**src/rtl/uart_tx.sv**
```systemverilog
// 8N1 UART transmitter with a small TX FIFO and a runtime-loadable bit period.
// Frames go out LSB-first; the serial line is registered and idles high.
module uart_tx #(
  parameter int unsigned FIFO_DEPTH = 4,
  parameter int unsigned FIFO_AW    = 2
) (
  input  logic        i_Clock,
  input  logic        rst_n,
  input  logic [31:0] CLKS_PER_BIT,
  input  logic        ld_CLKS_PER_BIT,
  input  logic        i_Tx_DV,
  input  logic [7:0]  i_Tx_Byte,
  output logic        o_Tx_Full,
  output logic        o_Tx_Empty,
  output logic        o_Tx_Active,
  output logic        o_Tx_Serial,
  output logic        o_Tx_Done
);

  localparam int unsigned CntW = FIFO_AW + 1;
  localparam logic [FIFO_AW:0] FullCnt = CntW'(FIFO_DEPTH);

  typedef enum logic [2:0] {
    StIdle    = 3'd0,
    StStart   = 3'd1,
    StData    = 3'd2,
    StStop    = 3'd3,
    StCleanup = 3'd4
  } state_e;

  state_e             state_q, state_d;
  logic [31:0]        clks_per_bit_q;
  logic [31:0]        n_bits;
  logic               bit_last;
  logic [31:0]        clk_cnt_q, clk_cnt_d;
  logic [2:0]         bit_idx_q, bit_idx_d;
  logic [7:0]         shift_q, shift_d;
  logic               serial_q, serial_d;
  logic               tx_done;

  logic [7:0]         fifo_mem [FIFO_DEPTH];
  logic [FIFO_AW-1:0] wr_ptr_q, rd_ptr_q;
  logic [FIFO_AW:0]   count_q;
  logic               push, pop;

  // A programmed period of zero behaves as one clock per bit.
  assign n_bits   = (clks_per_bit_q == 32'd0) ? 32'd1 : clks_per_bit_q;
  assign bit_last = (clk_cnt_q == n_bits - 32'd1);

  assign o_Tx_Full   = (count_q == FullCnt);
  assign o_Tx_Empty  = (count_q == '0);
  assign o_Tx_Active = (state_q == StStart) || (state_q == StData) || (state_q == StStop);
  assign o_Tx_Serial = serial_q;
  assign o_Tx_Done   = tx_done;

  // Fullness uses the count before any same-cycle pop.
  assign push = i_Tx_DV && !o_Tx_Full;

  always_ff @(posedge i_Clock) begin
    if (push) begin
      fifo_mem[wr_ptr_q] <= i_Tx_Byte;
    end
  end

  always_ff @(posedge i_Clock or negedge rst_n) begin
    if (!rst_n) begin
      wr_ptr_q <= '0;
      rd_ptr_q <= '0;
      count_q  <= '0;
    end else begin
      if (push) wr_ptr_q <= wr_ptr_q + FIFO_AW'(1);
      if (pop)  rd_ptr_q <= rd_ptr_q + FIFO_AW'(1);
      case ({push, pop})
        2'b10:   count_q <= count_q + CntW'(1);
        2'b01:   count_q <= count_q - CntW'(1);
        default: count_q <= count_q;
      endcase
    end
  end

  always_ff @(posedge i_Clock or negedge rst_n) begin
    if (!rst_n) begin
      clks_per_bit_q <= 32'd0;
    end else if (ld_CLKS_PER_BIT && !o_Tx_Active) begin
      clks_per_bit_q <= CLKS_PER_BIT;
    end
  end

  always_ff @(posedge i_Clock or negedge rst_n) begin
    if (!rst_n) begin
      state_q   <= StIdle;
      clk_cnt_q <= 32'd0;
      bit_idx_q <= 3'd0;
      shift_q   <= 8'd0;
      serial_q  <= 1'b1;
    end else begin
      state_q   <= state_d;
      clk_cnt_q <= clk_cnt_d;
      bit_idx_q <= bit_idx_d;
      shift_q   <= shift_d;
      serial_q  <= serial_d;
    end
  end

  always_comb begin
    state_d   = state_q;
    clk_cnt_d = clk_cnt_q;
    bit_idx_d = bit_idx_q;
    shift_d   = shift_q;
    pop       = 1'b0;
    tx_done   = 1'b0;
    serial_d  = 1'b1;

    case (state_q)
      StIdle: begin
        if (!o_Tx_Empty) begin
          pop       = 1'b1;
          shift_d   = fifo_mem[rd_ptr_q];
          clk_cnt_d = 32'd0;
          bit_idx_d = 3'd0;
          state_d   = StStart;
        end
      end
      StStart: begin
        if (bit_last) begin
          clk_cnt_d = 32'd0;
          state_d   = StData;
        end else begin
          clk_cnt_d = clk_cnt_q + 32'd1;
        end
      end
      StData: begin
        if (bit_last) begin
          clk_cnt_d = 32'd0;
          shift_d   = {1'b0, shift_q[7:1]};
          if (bit_idx_q != 3'd7) begin
            bit_idx_d = bit_idx_q + 3'd1;
          end else begin
            bit_idx_d = 3'd0;
            state_d   = StStop;
          end
        end else begin
          clk_cnt_d = clk_cnt_q + 32'd1;
        end
      end
      StStop: begin
        if (bit_last) begin
          tx_done   = 1'b1;
          clk_cnt_d = 32'd0;
          state_d   = StCleanup;
        end else begin
          clk_cnt_d = clk_cnt_q + 32'd1;
        end
      end
      StCleanup: state_d = StIdle;
      default:   state_d = StIdle;
    endcase

    // Line level follows the next state so it changes on the same edge as the state.
    case (state_d)
      StStart: serial_d = 1'b0;
      StData:  serial_d = shift_d[0];
      default: serial_d = 1'b1;
    endcase
  end

endmodule

```
**config.mk**
```make
export PLATFORM = sky130hd
export DESIGN_NAME = uart_tx
export DESIGN_NICKNAME = d
export VERILOG_FILES = /design/src/rtl/uart_tx.sv
export SDC_FILE = /design/constraint.sdc
export NUM_CORES = 1
export LEC_CHECK = 0
export ABC_AREA = 1
export BUFFER_PORTS_ARGS = -buffer_cell sky130_fd_sc_hd__buf_4
export CAP_MARGIN = 30
export CORE_ASPECT_RATIO = 0.9
export CORE_MARGIN = 2
export CORE_UTILIZATION = 45
export CTS_BUF_LIST = sky130_fd_sc_hd__clkbuf_4 sky130_fd_sc_hd__clkbuf_8 sky130_fd_sc_hd__clkbuf_16
export CTS_CLUSTER_DIAMETER = 50
export DETAILED_ROUTE_END_ITERATION = 7
export GPL_TIMING_DRIVEN = 0
export HOLD_SLACK_MARGIN = 0.08
export MAX_ROUTING_LAYER = met4
export PLACE_DENSITY = 0.63
export SETUP_SLACK_MARGIN = 0.1
export SLEW_MARGIN = 30
export SYNTH_ARGS = -nofsm -noshare
export SYNTH_HDL_FRONTEND = slang
export SYNTH_SLANG_ARGS = --single-unit
```
**constraint.sdc**
```tcl
create_clock -name i_Clock -period 3.1 [get_ports i_Clock]
set_input_delay 0.31 -clock i_Clock [delete_from_list [all_inputs] [get_ports i_Clock]]
set_output_delay 0.31 -clock i_Clock [all_outputs]
set_load 0.02 [all_outputs]
```
==> insert_results.sql, run 1 <==
INSERT INTO impl_metrics (metric_group, metric, value, unit) VALUES
('power', 'vdd_ir_drop_max', '0.485', 'mV'),
('critical_path', 'required', '2790', 'ps'),
('flow_run', 'drv_cap', '0', ''),
('critical_path', 'crit_path_cell_trace', 'nor2_4 > nand2_1 > nor2_1 > nand2_2 > nor2_2 > nor2_2 > buf_6 > ha_4 > nand2_4 > nor2_4 > nand2_4 > nor2_4 > xor2_1 > xor2_1 > nand2_1 > nor2_2 > nand3_2 > nor2_4 > nand4_1 > nor2_2 > buf_6', ''),
('power', 'p_switching', '1210', 'uW'),
('cells_and_area', 'seq_area', '3130', 'um2'),
('run_status', 'outcome', 'finished with violations', ''),
('sta', 'setup_ws', '-505', 'ps'),
('power', 'total_leakage_power', '0.00421', 'uW'),
('placed_design', 'worst_slack_after_detailed_placement', '-994', 'ps'),
('placed_design', 'hpwl', '14500', 'um'),
('synthesis', 'synth_mux_area_share', '0.785', '%'),
('clocking', 'cts-htree-levels', '4', ''),
('power', 'power.share.combinational', '12.0', '%'),
('clocking', 'cts_num_sinks', '118', ''),
('synthesis', 'postSynthRegisterBits', '118', ''),
('synthesis', 'yosys_most_used_dff', 'sky130_fd_sc_hd__dfrtp_1', ''),
('sta', 'timing_hold_violations_final', '0', ''),
('synthesis', 'synth_top_cells_by_area', 'sky130_fd_sc_hd__dfrtp_1 30%, sky130_fd_sc_hd__edfxtp_1 13%, sky130_fd_sc_hd__nand2_1 9.0%', ''),
('detailed_routing', 'drt_pre_antenna_iters', '5', ''),
('critical_path', 'worst-endpoint-arrival', '3290', 'ps'),
('sta', 'timing.fmax', '277', 'MHz'),
('critical_path', 'critPathMaxFanout', '5', ''),
('critical_path', 'timing.critical_path.from_type', 'flop', ''),
('synthesis', 'syn_inst', '922', ''),
('floorplanning', 'dieArea', '17000', 'um2'),
('cells_and_area', 'antenna_cells_inserted', '0', ''),
('sta', 'relSlewSlack', '40.6', '%'),
('floorplanning', 'dieWidth', '137', 'um'),
('synthesis', 'synthXorXnorAreaFrac', '9.03', '%'),
('detailed_routing', 'wirelength_per_cell', '16.6', 'um'),
('power', 'p_int', '3170', 'uW'),
('synthesis', 'synth-adder-area-share', '1.85', '%'),
('power', 'swShare', '27.6', '%'),
('cells_and_area', 'drive_above_1_share', '25.9', '%'),
('synthesis', 'top_cells_by_instance_count_after_synthesis', '172 x sky130_fd_sc_hd__nand2_1, 151 x sky130_fd_sc_hd__nor2_1, 129 x sky130_fd_sc_hd__inv_1', ''),
('global_route', 'grt_pass1_vias', '6404', ''),
('global_route', 'grt_max_degree', '87', ''),
('synthesis', 'synth-compound-area-share', '8.69', '%'),
('sta', 'hold_ws', '91.7', 'ps'),
('power', 'power_density', '458', 'nW/um2'),
('critical_path', 'cpPeakStageDelay', '400', 'ps'),
('critical_path', 'cpLargestDelayFamily', 'simple AND/OR/NAND/NOR gates', ''),
('cells_and_area', 'area_growth_syn_to_layout', '33.1', '%'),
('synthesis', 'synth_top_family_by_area', 'simple AND/OR/NAND/NOR gates', ''),
('clocking', 'cts_max_path_buffers', '2', ''),
('floorplanning', 'standard_cell_core_area', '15500', 'um2'),
('synthesis', 'synthesis_warnings', '0', ''),
('synthesis', 'synth.yosys.seq_area_share', '43.4', '%'),
('critical_path', 'cp.depth', '21', ''),
('synthesis', 'edff_count_synth', '32', ''),
('cells_and_area', 'post_route_cell_area', '9550', 'um2'),
('run_status', 'failed_checks', 'setup timing', ''),
('detailed_routing', 'ant_nets_after_route', '0', ''),
('placed_design', 'globalplace.congestion', '0.953', ''),
('clocking', 'clock_latency_at_the_later_pin_of_the_worst_skew_pair', '430', 'ps'),
('detailed_routing', 'via_count', '6669', ''),
('clocking', 'numCtsBuffers', '17', ''),
('sta', 'fin_skew', '12.2', 'ps'),
('critical_path', 'timing.critical_path.to_type', 'primary output', ''),
('critical_path', 'critical_path.n_buffers_inverters', '2', ''),
('min_path', 'cell_count_of_the_worst_hold_path', '1', ''),
('synthesis', 'synth_async_sr_flop_share', '72.9', '%'),
('global_route', 'antenna_violations_before_repair', '0', ''),
('floorplanning', 'pin_count', '49', ''),
('floorplanning', 'die_height', '124', 'um'),
('clocking', 'root_buffer', 'sky130_fd_sc_hd__clkbuf_16', ''),
('sta', 'setup-violations-final', '44', ''),
('synthesis', 'mappedNetlistArea', '7170', 'um2'),
('power', 'power.share.sequential', '41.4', '%'),
('synthesis', 'synth_area_leader_cell', 'sky130_fd_sc_hd__dfrtp_1', '');
==> power by group through the flow <==
stage / clock network [uW] / logic, uW / registers (uW)
after floorplan: 0 / 295 / 1820
after global placement: 0 / 459 / 1840
after detailed placement: 0 / 471 / 1840
after CTS: 2070 / 517 / 1810
after global routing: 2140 / 596 / 1820
final: 2040 / 524 / 1810
==> metal layers <==
metal / vias to the layer above / GRT usage [%] / wire, um
li1: 3258 / - / -
met1: 3148 / 36.7 / 9940
met2: 222 / 39.0 / 9560
met3: 41 / 4.27 / 1240
met4: 0 / 10.1 / 369
met5: - / - / 0
==> flip-flops by register name, indices dropped and copies added, names as in the netlist <==
register / count
rd_ptr_q: 2
shift_q: 8
clks_per_bit_q: 32
o_Tx_Serial: 1
fifo_mem: 32
state_q: 3
bit_idx_q: 3
wr_ptr_q: 2
count_q: 3
clk_cnt_q: 32
==> stage by stage <==
| step | total power, uW | instances | utilization, % |
|---|---|---|---|
| after floorplan | 2120 | 922 | - |
| after CTS | 4390 | 1246 | 57.5 |
| after detailed placement | 2310 | 1172 | 50.3 |
| after global placement | 2300 | 1172 | 50.3 |
| final | 4370 | 1270 | 61.6 |
| after global routing | 4560 | 1270 | 61.6 |
==> path summary, 6_finish.rpt <==
kind,from,end
hold reg to reg,count_q[0]$_DFFE_PN0P_,count_q[0]$_DFFE_PN0P_
min in group asynchronous,rst_n,clks_per_bit_q[10]$_DFFE_PN0P_
max in group asynchronous,rst_n,clks_per_bit_q[25]$_DFFE_PN0P_
setup reg to reg,clks_per_bit_q[1]$_DFFE_PN0P_,o_Tx_Serial$_DFF_PN1_
setup / recovery,clks_per_bit_q[1]$_DFFE_PN0P_,o_Tx_Done
hold / removal,i_Tx_Byte[2],fifo_mem[1][2]$_DFFE_PP_
==> cell usage in the layout, fill, tap and decap left out, types with 10 or more instances in the layout <==
master,count
sky130_fd_sc_hd__a21oi_1,33
sky130_fd_sc_hd__buf_4,99
sky130_fd_sc_hd__clkbuf_1,10
sky130_fd_sc_hd__clkbuf_16,21
sky130_fd_sc_hd__dfrtp_1,76
sky130_fd_sc_hd__edfxtp_1,32
sky130_fd_sc_hd__inv_1,127
sky130_fd_sc_hd__nand2_1,163
sky130_fd_sc_hd__nand3_1,51
sky130_fd_sc_hd__nand4_1,20
sky130_fd_sc_hd__nor2_1,130
sky130_fd_sc_hd__nor2_2,21
sky130_fd_sc_hd__nor2_4,13
sky130_fd_sc_hd__nor3_1,12
sky130_fd_sc_hd__o21ai_0,24
sky130_fd_sc_hd__o22ai_2,25
sky130_fd_sc_hd__xnor2_1,17
sky130_fd_sc_hd__xor2_1,56
==> logic make-up (layout without fill, tap and decap cells) <==
kind of cell / count (synthesis) / in the layout
AO/OA/AOI/OAI: 110 / 110
multiplexers: 5 / 5
buffers and inverters: 155 / 301
adder cells (fa/ha/maj): 10 / 10
XOR/XNOR: 74 / 74
AND/OR/NAND/NOR: 450 / 450
flip-flops: 118 / 118
==> timing repair <==
action                                  CTS  global route
gates cloned                              0             4
gates resized for setup                  47            87
hold endpoints to repair                109             0
endpoints found under the setup margin   48            49
pin swaps                                27            27
setup buffers                            35            22
hold buffers                              7             0
==> cell type report <==
cell class                      instances  area share [%]
Multi-Input combinational cell        649            41.4
Sequential cell                       118            32.7
Timing Repair Buffer                  114            10.0
Inverter                              136            5.37
Clock buffer                           17            4.45
Tap cell                              202            2.65
Clock inverter                         15            1.90
Buffer                                 19            1.44
No activity file was read; power rests on OpenSTA's default activity.
==> run 2, diff against run 1 <==
==> constraint.sdc (replaced) <==
create_clock -name i_Clock -period 3.1 [get_ports i_Clock]
set_input_delay 0.465 -clock i_Clock [delete_from_list [all_inputs] [get_ports i_Clock]]
set_output_delay 0.465 -clock i_Clock [all_outputs]
set_load 0.02 [all_outputs]
==> run 2 against run 1 <==
The flow still finishes with violations (setup timing). Clock power shrank 4%. Clock skew shrank 0.71 ps. First-iteration DRC count shrank 20%. Clock-buffer cell count grew 1. Final area grew 2.6%. Global-route usage grew 1.3 points. Critical path depth shrank 2. Via count grew 1.7%. Sequential power is essentially flat. Die area is the same.
==> insert_results.sql, run 2 (synthesis results as in run 1) <==
INSERT INTO impl_metrics (metric_group, metric, value, unit) VALUES
('global_route', 'grt_pass1_vias', '6713', ''),
('clocking', 'cts-htree-levels', '4', ''),
('placed_design', 'globalplace.congestion', '0.972', ''),
('sta', 'slew_viol_final', '0', ''),
('sta', 'worst-slew-pin-transition', '873', 'ps'),
('critical_path', 'timing.critical_path.to_type', 'primary output', ''),
('power', 'total_leakage_power', '0.00434', 'uW'),
('sta', 'rsz_0062_raised_after_global_routing', 'yes', ''),
('cells_and_area', 'area_growth_syn_to_layout', '36.5', '%'),
('cells_and_area', 'end_of_flow_core_utilization', '63.2', '%'),
('clocking', 'numCtsBuffers', '17', ''),
('detailed_routing', 'detail_route.iter0.violations', '467', ''),
('clocking', 'cts_num_sinks', '118', ''),
('global_route', 'globalRoute.totalOverflow', '0', ''),
('global_route', 'grt_usage', '27.8', '%'),
('sta', 'timing_hold_violations_final', '0', ''),
('critical_path', 'critical_path.reg2reg.endpoint', 'o_Tx_Serial$_DFF_PN1_', ''),
('sta', 'hold_ws', '111', 'ps'),
('run_status', 'failed_checks', 'setup timing', ''),
('floorplanning', 'dieWidth', '137', 'um'),
('critical_path', 'rr_worst_depth', '28', ''),
('critical_path', 'crit_path_cell_trace', 'nor2_4 > nand2_2 > nor2_4 > nand2_2 > nor2_2 > nor2_2 > buf_6 > ha_4 > nand2_4 > nor2_4 > buf_4 > xor2_1 > nand4_1 > nor2_1 > nand3_1 > nor2_2 > nand4_1 > nor2_4 > buf_6', ''),
('floorplanning', 'standard_cell_core_area', '15500', 'um2'),
('cells_and_area', 'post_route_cell_area', '9790', 'um2'),
('run_status', 'outcome', 'finished with violations', ''),
('critical_path', 'cpLargestDelayFamily', 'simple AND/OR/NAND/NOR gates', ''),
('cells_and_area', 'largestRegisters', 'clk_cnt_q: 32 flops, clks_per_bit_q: 32 flops, fifo_mem: 32 flops', ''),
('placed_design', 'buffer_ports.inserted', '48', ''),
('cells_and_area', 'antenna_cells_inserted', '0', ''),
('clocking', 'clkSlewWorstSetupHoldPaths', '60', 'ps'),
('placed_design', 'hpwl', '14600', 'um'),
('detailed_routing', 'wirelength_per_cell', '17.0', 'um'),
('placed_design', 'dp_cells', '1172', ''),
('cells_and_area', 'layout_commonest_cell', 'sky130_fd_sc_hd__nand2_1', ''),
('critical_path', 'critPathMaxFanout', '3', ''),
('critical_path', 'required', '2630', 'ps'),
('clocking', 'clock_latency_at_the_later_pin_of_the_worst_skew_pair', '430', 'ps'),
('clocking', 'tritoncts', 'done', ''),
('global_route', 'antenna_violations_before_repair', '0', ''),
('critical_path', 'regToRegStartpoint', 'clks_per_bit_q[6]$_DFFE_PN0P_', ''),
('critical_path', 'timing.reg2reg.setup_slack', '-500', 'ps'),
('clocking', 'cts_max_path_buffers', '2', ''),
('sta', 'final.period_utilization', '123', '%'),
('global_route', 'grt_max_degree', '87', ''),
('sta', 'fin_skew', '11.4', 'ps'),
('critical_path', 'worst-endpoint-arrival', '3340', 'ps'),
('critical_path', 'critical_path.n_buffers_inverters', '3', ''),
('cells_and_area', 'fillerInstances', '1350', ''),
('clocking', 'cts_hold_repair.buffers', '0', ''),
('cells_and_area', 'post_layout_net_count', '1129', ''),
('detailed_routing', 'drt_pre_antenna_iters', '5', ''),
('cells_and_area', 'fin_cells', '1290', ''),
('detailed_routing', 'routed_wirelength', '21900', 'um'),
('critical_path', 'worstSetupPathType', 'reg -> out', ''),
('sta', 'timing.fmax', '263', 'MHz'),
('cells_and_area', 'most-common-layout-cells', '157 x sky130_fd_sc_hd__nand2_1, 125 x sky130_fd_sc_hd__inv_1, 121 x sky130_fd_sc_hd__nor2_1', ''),
('critical_path', 'worst_path_most_repeated_cell', 'sky130_fd_sc_hd__nor2_4', ''),
('placed_design', 'post_dp_area', '7850', 'um2'),
('critical_path', 'critPathSlowestCell', 'sky130_fd_sc_hd__dfrtp_2', ''),
('power', 'vdd_ir_drop_max', '0.421', 'mV'),
('power', 'power_density', '439', 'nW/um2'),
('detailed_routing', 'route.detailed.drc', '0', ''),
('cells_and_area', 'drive_above_1_share', '29.7', '%'),
('min_path', 'worstHoldPathType', 'in -> async', ''),
('floorplanning', 'start_util', '46.3', '%'),
('floorplanning', 'pin_count', '49', ''),
('global_route', 'grt_first_pass_wirelength', '34200', 'um'),
('sta', 'post-route-min-period', '3810', 'ps'),
('floorplanning', 'die_height', '124', 'um'),
('detailed_routing', 'ant_nets_after_route', '0', ''),
('critical_path', 'cpPeakStageDelay', '420', 'ps'),
('sta', 'setup_ws', '-706', 'ps'),
('detailed_routing', 'routed_via_density', '5.26', ''),
('detailed_routing', 'via_count', '6784', ''),
('floorplanning', 'placement_rows', '43', ''),
('clocking', 'root_buffer', 'sky130_fd_sc_hd__clkbuf_16', ''),
('floorplanning', 'dieArea', '17000', 'um2'),
('power', 'p_total', '4300', 'uW'),
('critical_path', 'timing.critical_path.from_type', 'flop', ''),
('sta', 'setup-violations-final', '46', ''),
('sta', 'relSlewSlack', '41.6', '%'),
('flow_run', 'drv_cap', '0', '');
run 2: changes by cell type in the layout (fill, tap and decap cells not counted), sizes merged:
cell	delta
bufinv	-1
clkbuf	-3
dlygate4sd3	-7
clkdlybuf4s15	-1
clkinvlp	+3
inv	-3
buf	+32
run 2: layer usage:
metal	wire (um)	GRT usage (%)	part of all wire [%]
met1	10000	37.0	46
met2	10000	42.0	46
met3	1350	5.98	6.2
met4	516	9.66	2.4
met5	0	-	0
run 2: worst max path at each step:
stage | from | cells after the start | slack [ps] | end
CTS | clks_per_bit_q[14]$_DFFE_PN0P_ | 20 | -710 | o_Tx_Done
global route | clks_per_bit_q[22]$_DFFE_PN0P_ | 21 | -920 | o_Tx_Done
floorplan | clks_per_bit_q[13]$_DFFE_PN0P_ | 20 | 90 | o_Tx_Done
detailed placement | clks_per_bit_q[7]$_DFFE_PN0P_ | 22 | -740 | clk_cnt_q[31]$_DFFE_PN0P_
global placement | clks_per_bit_q[7]$_DFFE_PN0P_ | 20 | -730 | o_Tx_Done
finish | clks_per_bit_q[2]$_DFFE_PN0P_ | 19 | -710 | o_Tx_Done
run 2: report_power, final:
group / internal [uW] / total (uW) / switching (uW)
logic: 208 / 542 / 334
clock network: 1140 / 1950 / 806
registers: 1750 / 1810 / 58.0
run 2: layout make-up:
class	count	area [um2]	share of cell area (%)
Clock buffer	18	439	4.48
Sequential cell	118	3120	31.9
Multi-Input combinational cell	649	4080	41.7
Timing Repair Buffer	134	1120	11.5
Inverter	136	513	5.24
Buffer	19	123	1.25
Clock inverter	14	141	1.44
Tap cell	202	253	2.58
run 2: per-stage QoR:
step	setup slack, ps	TNS, ps
floorplan	94.8	0
global placement	-727	-27360
detailed placement	-736	-27890
CTS	-710	-24380
global route	-920	-16750
finish	-706	-8770
run 2: timing repair:
| item | 4_1_cts | 5_1_grt |
|---|---|---|
| endpoints found under the hold margin | 0 | 0 |
| setup buffers | 85 | 23 |
| pin swaps | 25 | 39 |
| endpoints found under the setup margin | 48 | 49 |
| gates resized for setup | 69 | 90 |
| cloned | 3 | 1 |
==> run 3, diff against run 2 <==
Settings changed: ABC_AREA 1 to 0, CTS_CLUSTER_DIAMETER 50 to 120.
==> run 3 against run 2 <==
Clock-buffer cell count is 1 lower. Total power rose by 18%. Largest power group unchanged. Combinational power is 90% higher. Clock skew down 1.4 ps. Critical path depth grew 2. Final area shrank 13%. Synthesized cell count shrank 30%. Via count decreased by 21%. Worst hold slack gained 7.6 ps. The run still ends with setup timing left.
==> insert_results.sql, run 3 <==
INSERT INTO impl_metrics (metric_group, metric, value, unit) VALUES
('run_status', 'outcome', 'finished with violations', ''),
('run_status', 'failed_checks', 'setup timing', ''),
('synthesis', 'synth_simple_gate_area_share', '21.3', '%'),
('synthesis', 'top_cells_by_instance_count_after_synthesis', '85 x sky130_fd_sc_hd__dfrtp_1, 69 x sky130_fd_sc_hd__nand2_1, 35 x sky130_fd_sc_hd__xnor2_1', ''),
('sta', 'timing_hold_violations_final', '0', ''),
('placed_design', 'worst_slack_after_detailed_placement', '-1060', 'ps'),
('sta', 'final.period_utilization', '136', '%'),
('synthesis', 'synth_largest_type_area_fraction', '31.5', '%'),
('sta', 'setup-violations-final', '48', ''),
('synthesis', 'synth-adder-area-share', '1.96', '%'),
('synthesis', 'synth-compound-area-share', '11.0', '%'),
('critical_path', 'worstSetupPathType', 'reg -> reg', ''),
('clocking', 'clkSlewWorstSetupHoldPaths', '70', 'ps'),
('critical_path', 'required', '3410', 'ps'),
('critical_path', 'cpLargestDelayFamily', 'simple AND/OR/NAND/NOR gates', ''),
('synthesis', 'yosys.cell_count.top_type', 'sky130_fd_sc_hd__dfrtp_1', ''),
('synthesis', 'synthesis_warnings', '0', ''),
('power', 'vdd_ir_drop_max', '0.399', 'mV'),
('floorplanning', 'die_height', '120', 'um'),
('min_path', 'worstHoldPathType', 'in -> async', ''),
('clocking', 'cts-htree-levels', '4', ''),
('floorplanning', 'placement_rows', '42', ''),
('sta', 'setup_ws', '-1120', 'ps'),
('sta', 'tns', '-42990', 'ps'),
('critical_path', 'regToRegStartpoint', 'clks_per_bit_q[7]$_DFFE_PN0P_', ''),
('synthesis', 'edff_count_synth', '32', ''),
('floorplanning', 'standard_cell_core_area', '14700', 'um2'),
('critical_path', 'cpPeakStageDelay', '400', 'ps'),
('detailed_routing', 'route.detailed.drc', '0', ''),
('detailed_routing', 'routed_via_density', '5.65', ''),
('synthesis', 'synth_mux_area_share', '9.66', '%'),
('synthesis', 'syn-mean-instance-area', '10.5', 'um2'),
('synthesis', 'mappedNetlistArea', '6760', 'um2'),
('sta', 'fin_skew', '10.0', 'ps'),
('placed_design', 'buffer_ports.inserted', '48', ''),
('cells_and_area', 'layout_commonest_cell', 'sky130_fd_sc_hd__dfrtp_1', ''),
('global_route', 'grt_first_pass_wirelength', '27800', 'um'),
('critical_path', 'critPathSlowestCell', 'sky130_fd_sc_hd__nor4_4', ''),
('cells_and_area', 'largestRegisters', 'clk_cnt_q: 32 flops, clks_per_bit_q: 32 flops, fifo_mem: 32 flops', ''),
('global_route', 'grt_max_degree', '87', ''),
('floorplanning', 'dieArea', '16000', 'um2'),
('clocking', 'cts_max_path_buffers', '2', ''),
('power', 'total_leakage_power', '0.00355', 'uW'),
('critical_path', 'critPathMaxFanout', '8', ''),
('synthesis', 'syn_inst', '645', ''),
('synthesis', 'postSynthRegisterBits', '118', ''),
('placed_design', 'post_dp_area', '7440', 'um2'),
('sta', 'relSlewSlack', '46.6', '%'),
('placed_design', 'dp_cells', '891', ''),
('floorplanning', 'dieWidth', '133', 'um'),
('global_route', 'grt_usage', '23.1', '%'),
('critical_path', 'rr_worst_depth', '21', ''),
('placed_design', 'hpwl', '12300', 'um'),
('cells_and_area', 'fillerInstances', '1315', ''),
('cells_and_area', 'post_layout_net_count', '797', ''),
('sta', 'post-route-min-period', '4220', 'ps'),
('placed_design', 'globalplace.congestion', '0.878', ''),
('detailed_routing', 'via_count', '5389', ''),
('cells_and_area', 'fin_cells', '954', ''),
('floorplanning', 'start_util', '45.9', '%'),
('cells_and_area', 'most-common-layout-cells', '74 x sky130_fd_sc_hd__dfrtp_1, 70 x sky130_fd_sc_hd__buf_4, 69 x sky130_fd_sc_hd__nand2_1', ''),
('power', 'power_density', '598', 'nW/um2'),
('critical_path', 'critical_path.n_buffers_inverters', '7', ''),
('critical_path', 'critical_path.reg2reg.endpoint', 'clk_cnt_q[22]$_DFFE_PN0P_', ''),
('clocking', 'cts_hold_repair.buffers', '0', ''),
('detailed_routing', 'wirelength_per_cell', '18.1', 'um'),
('clocking', 'numCtsBuffers', '17', ''),
('synthesis', 'synthXorXnorAreaFrac', '7.00', '%'),
('global_route', 'grt_pass1_vias', '5127', ''),
('sta', 'worst-slew-pin-transition', '802', 'ps'),
('sta', 'rsz_0062_raised_after_global_routing', 'yes', ''),
('global_route', 'antenna_violations_before_repair', '0', ''),
('detailed_routing', 'routed_wirelength', '17300', 'um'),
('critical_path', 'timing.critical_path.to_type', 'flop', ''),
('detailed_routing', 'detail_route.iter0.violations', '485', ''),
('critical_path', 'crit_path_cell_trace', 'clkbuf_4 > nor4_4 > nand3_4 > nor3_4 > nor2_1 > ha_2 > or3b_4 > buf_8 > or3_4 > o22a_1 > nand4_1 > nor4_4 > nand4b_4 > buf_4 > buf_6 > buf_6 > buf_6 > o21ai_4 > buf_6 > nor3b_2 > a211o_1', ''),
('synthesis', 'synthesis.nets', '699', ''),
('detailed_routing', 'drt_pre_antenna_iters', '5', ''),
('flow_run', 'drv_cap', '0', ''),
('cells_and_area', 'drive_above_1_share', '29.6', '%'),
('synthesis', 'synth_top_family_by_area', 'simple AND/OR/NAND/NOR gates', ''),
('synthesis', 'synth_area_leader_cell', 'sky130_fd_sc_hd__dfrtp_1', ''),
('critical_path', 'timing.reg2reg.setup_slack', '-1120', 'ps'),
('synthesis', 'synth.yosys.seq_area_share', '46.1', '%'),
('critical_path', 'worst-endpoint-arrival', '4520', 'ps'),
('sta', 'timing.fmax', '237', 'MHz'),
('critical_path', 'timing.critical_path.from_type', 'flop', ''),
('clocking', 'cts_num_sinks', '118', ''),
('clocking', 'tritoncts', 'done', ''),
('clocking', 'root_buffer', 'sky130_fd_sc_hd__clkbuf_16', ''),
('synthesis', 'synth_top_cells_by_area', 'sky130_fd_sc_hd__dfrtp_1 31%, sky130_fd_sc_hd__edfxtp_1 14%, sky130_fd_sc_hd__mux2_2 5.3%', ''),
('synthesis', 'post_synth_num_cell_types', '69', ''),
('synthesis', 'yosys_most_used_dff', 'sky130_fd_sc_hd__dfrtp_1', ''),
('synthesis', 'synth_async_sr_flop_share', '72.9', '%'),
('global_route', 'globalRoute.totalOverflow', '0', ''),
('cells_and_area', 'end_of_flow_core_utilization', '57.7', '%'),
('sta', 'slew_viol_final', '0', ''),
('floorplanning', 'pin_count', '49', ''),
('cells_and_area', 'antenna_cells_inserted', '0', ''),
('critical_path', 'worst_path_most_repeated_cell', 'sky130_fd_sc_hd__buf_6', ''),
('clocking', 'clock_latency_at_the_later_pin_of_the_worst_skew_pair', '430', 'ps'),
('cells_and_area', 'area_growth_syn_to_layout', '25.5', '%'),
('detailed_routing', 'ant_nets_after_route', '0', ''),
('cells_and_area', 'post_route_cell_area', '8480', 'um2');
## run 3: worst max path at each step
stage | startpoint | end | slack [ps] | depth (start not counted)
floorplan | clks_per_bit_q[22]$_DFFE_PN0P_ | clk_cnt_q[18]$_DFFE_PN0P_ | -430 | 16
global placement | clks_per_bit_q[26]$_DFFE_PN0P_ | o_Tx_Done | -1030 | 15
detailed placement | clks_per_bit_q[26]$_DFFE_PN0P_ | clk_cnt_q[22]$_DFFE_PN0P_ | -1060 | 16
CTS | clks_per_bit_q[21]$_DFFE_PN0P_ | o_Tx_Done | -1070 | 15
global route | clks_per_bit_q[23]$_DFFE_PN0P_ | clk_cnt_q[22]$_DFFE_PN0P_ | -1310 | 20
finish | clks_per_bit_q[7]$_DFFE_PN0P_ | clk_cnt_q[22]$_DFFE_PN0P_ | -1120 | 21
## run 3: metal layers
layer,global-route usage [%],part of all wire [%],vias to the layer above,wire (um)
met3,5.20,5.0,20,857
met4,7.05,1.7,0,293
met2,33.3,45,112,7770
met1,32.9,48,2691,8370
li1,-,-,2566,-
met5,-,0,-,0
## run 3: area by class of cell
| cell class | instances | area [um2] | area share [%] |
|---|---|---|---|
| Multi-Input combinational cell | 478 | 3590 | 42.3 |
| Sequential cell | 118 | 3130 | 36.9 |
| Timing Repair Buffer | 79 | 639 | 7.54 |
| Clock buffer | 17 | 425 | 5.01 |
| Tap cell | 198 | 248 | 2.92 |
| Buffer | 27 | 189 | 2.23 |
| Clock inverter | 15 | 180 | 2.12 |
| Inverter | 22 | 82.6 | 0.973 |
## run 3: through the flow
step / total power [uW] / hold WS [ps]
floorplan: 2680 / 169
global placement: 2960 / 455
detailed placement: 3000 / 465
CTS: 5080 / 138
global route: 5320 / 182
finish: 5070 / 118
## run 3: power breakdown
part,leakage (uW),internal (uW),switching [uW]
Sequential,0.00139,1820,187
Combinational,0.00186,465,565
Clock,0.000296,1220,816
## run 3: logic make-up (layout without fill, tap and decap cells)
logic type	after synthesis	count (layout)
fa+ha+maj	10	10
simple gates	251	251
flops	118	118
mux	51	51
compound gates	112	112
buf+inv	49	160
xor+xnor	54	54
## run 3: what timing repair did
item,in CTS,in global routing
setup endpoints to repair,48,49
resized for setup,38,18
buffers inserted,21,9
gates cloned,2,0
pin swaps,26,19
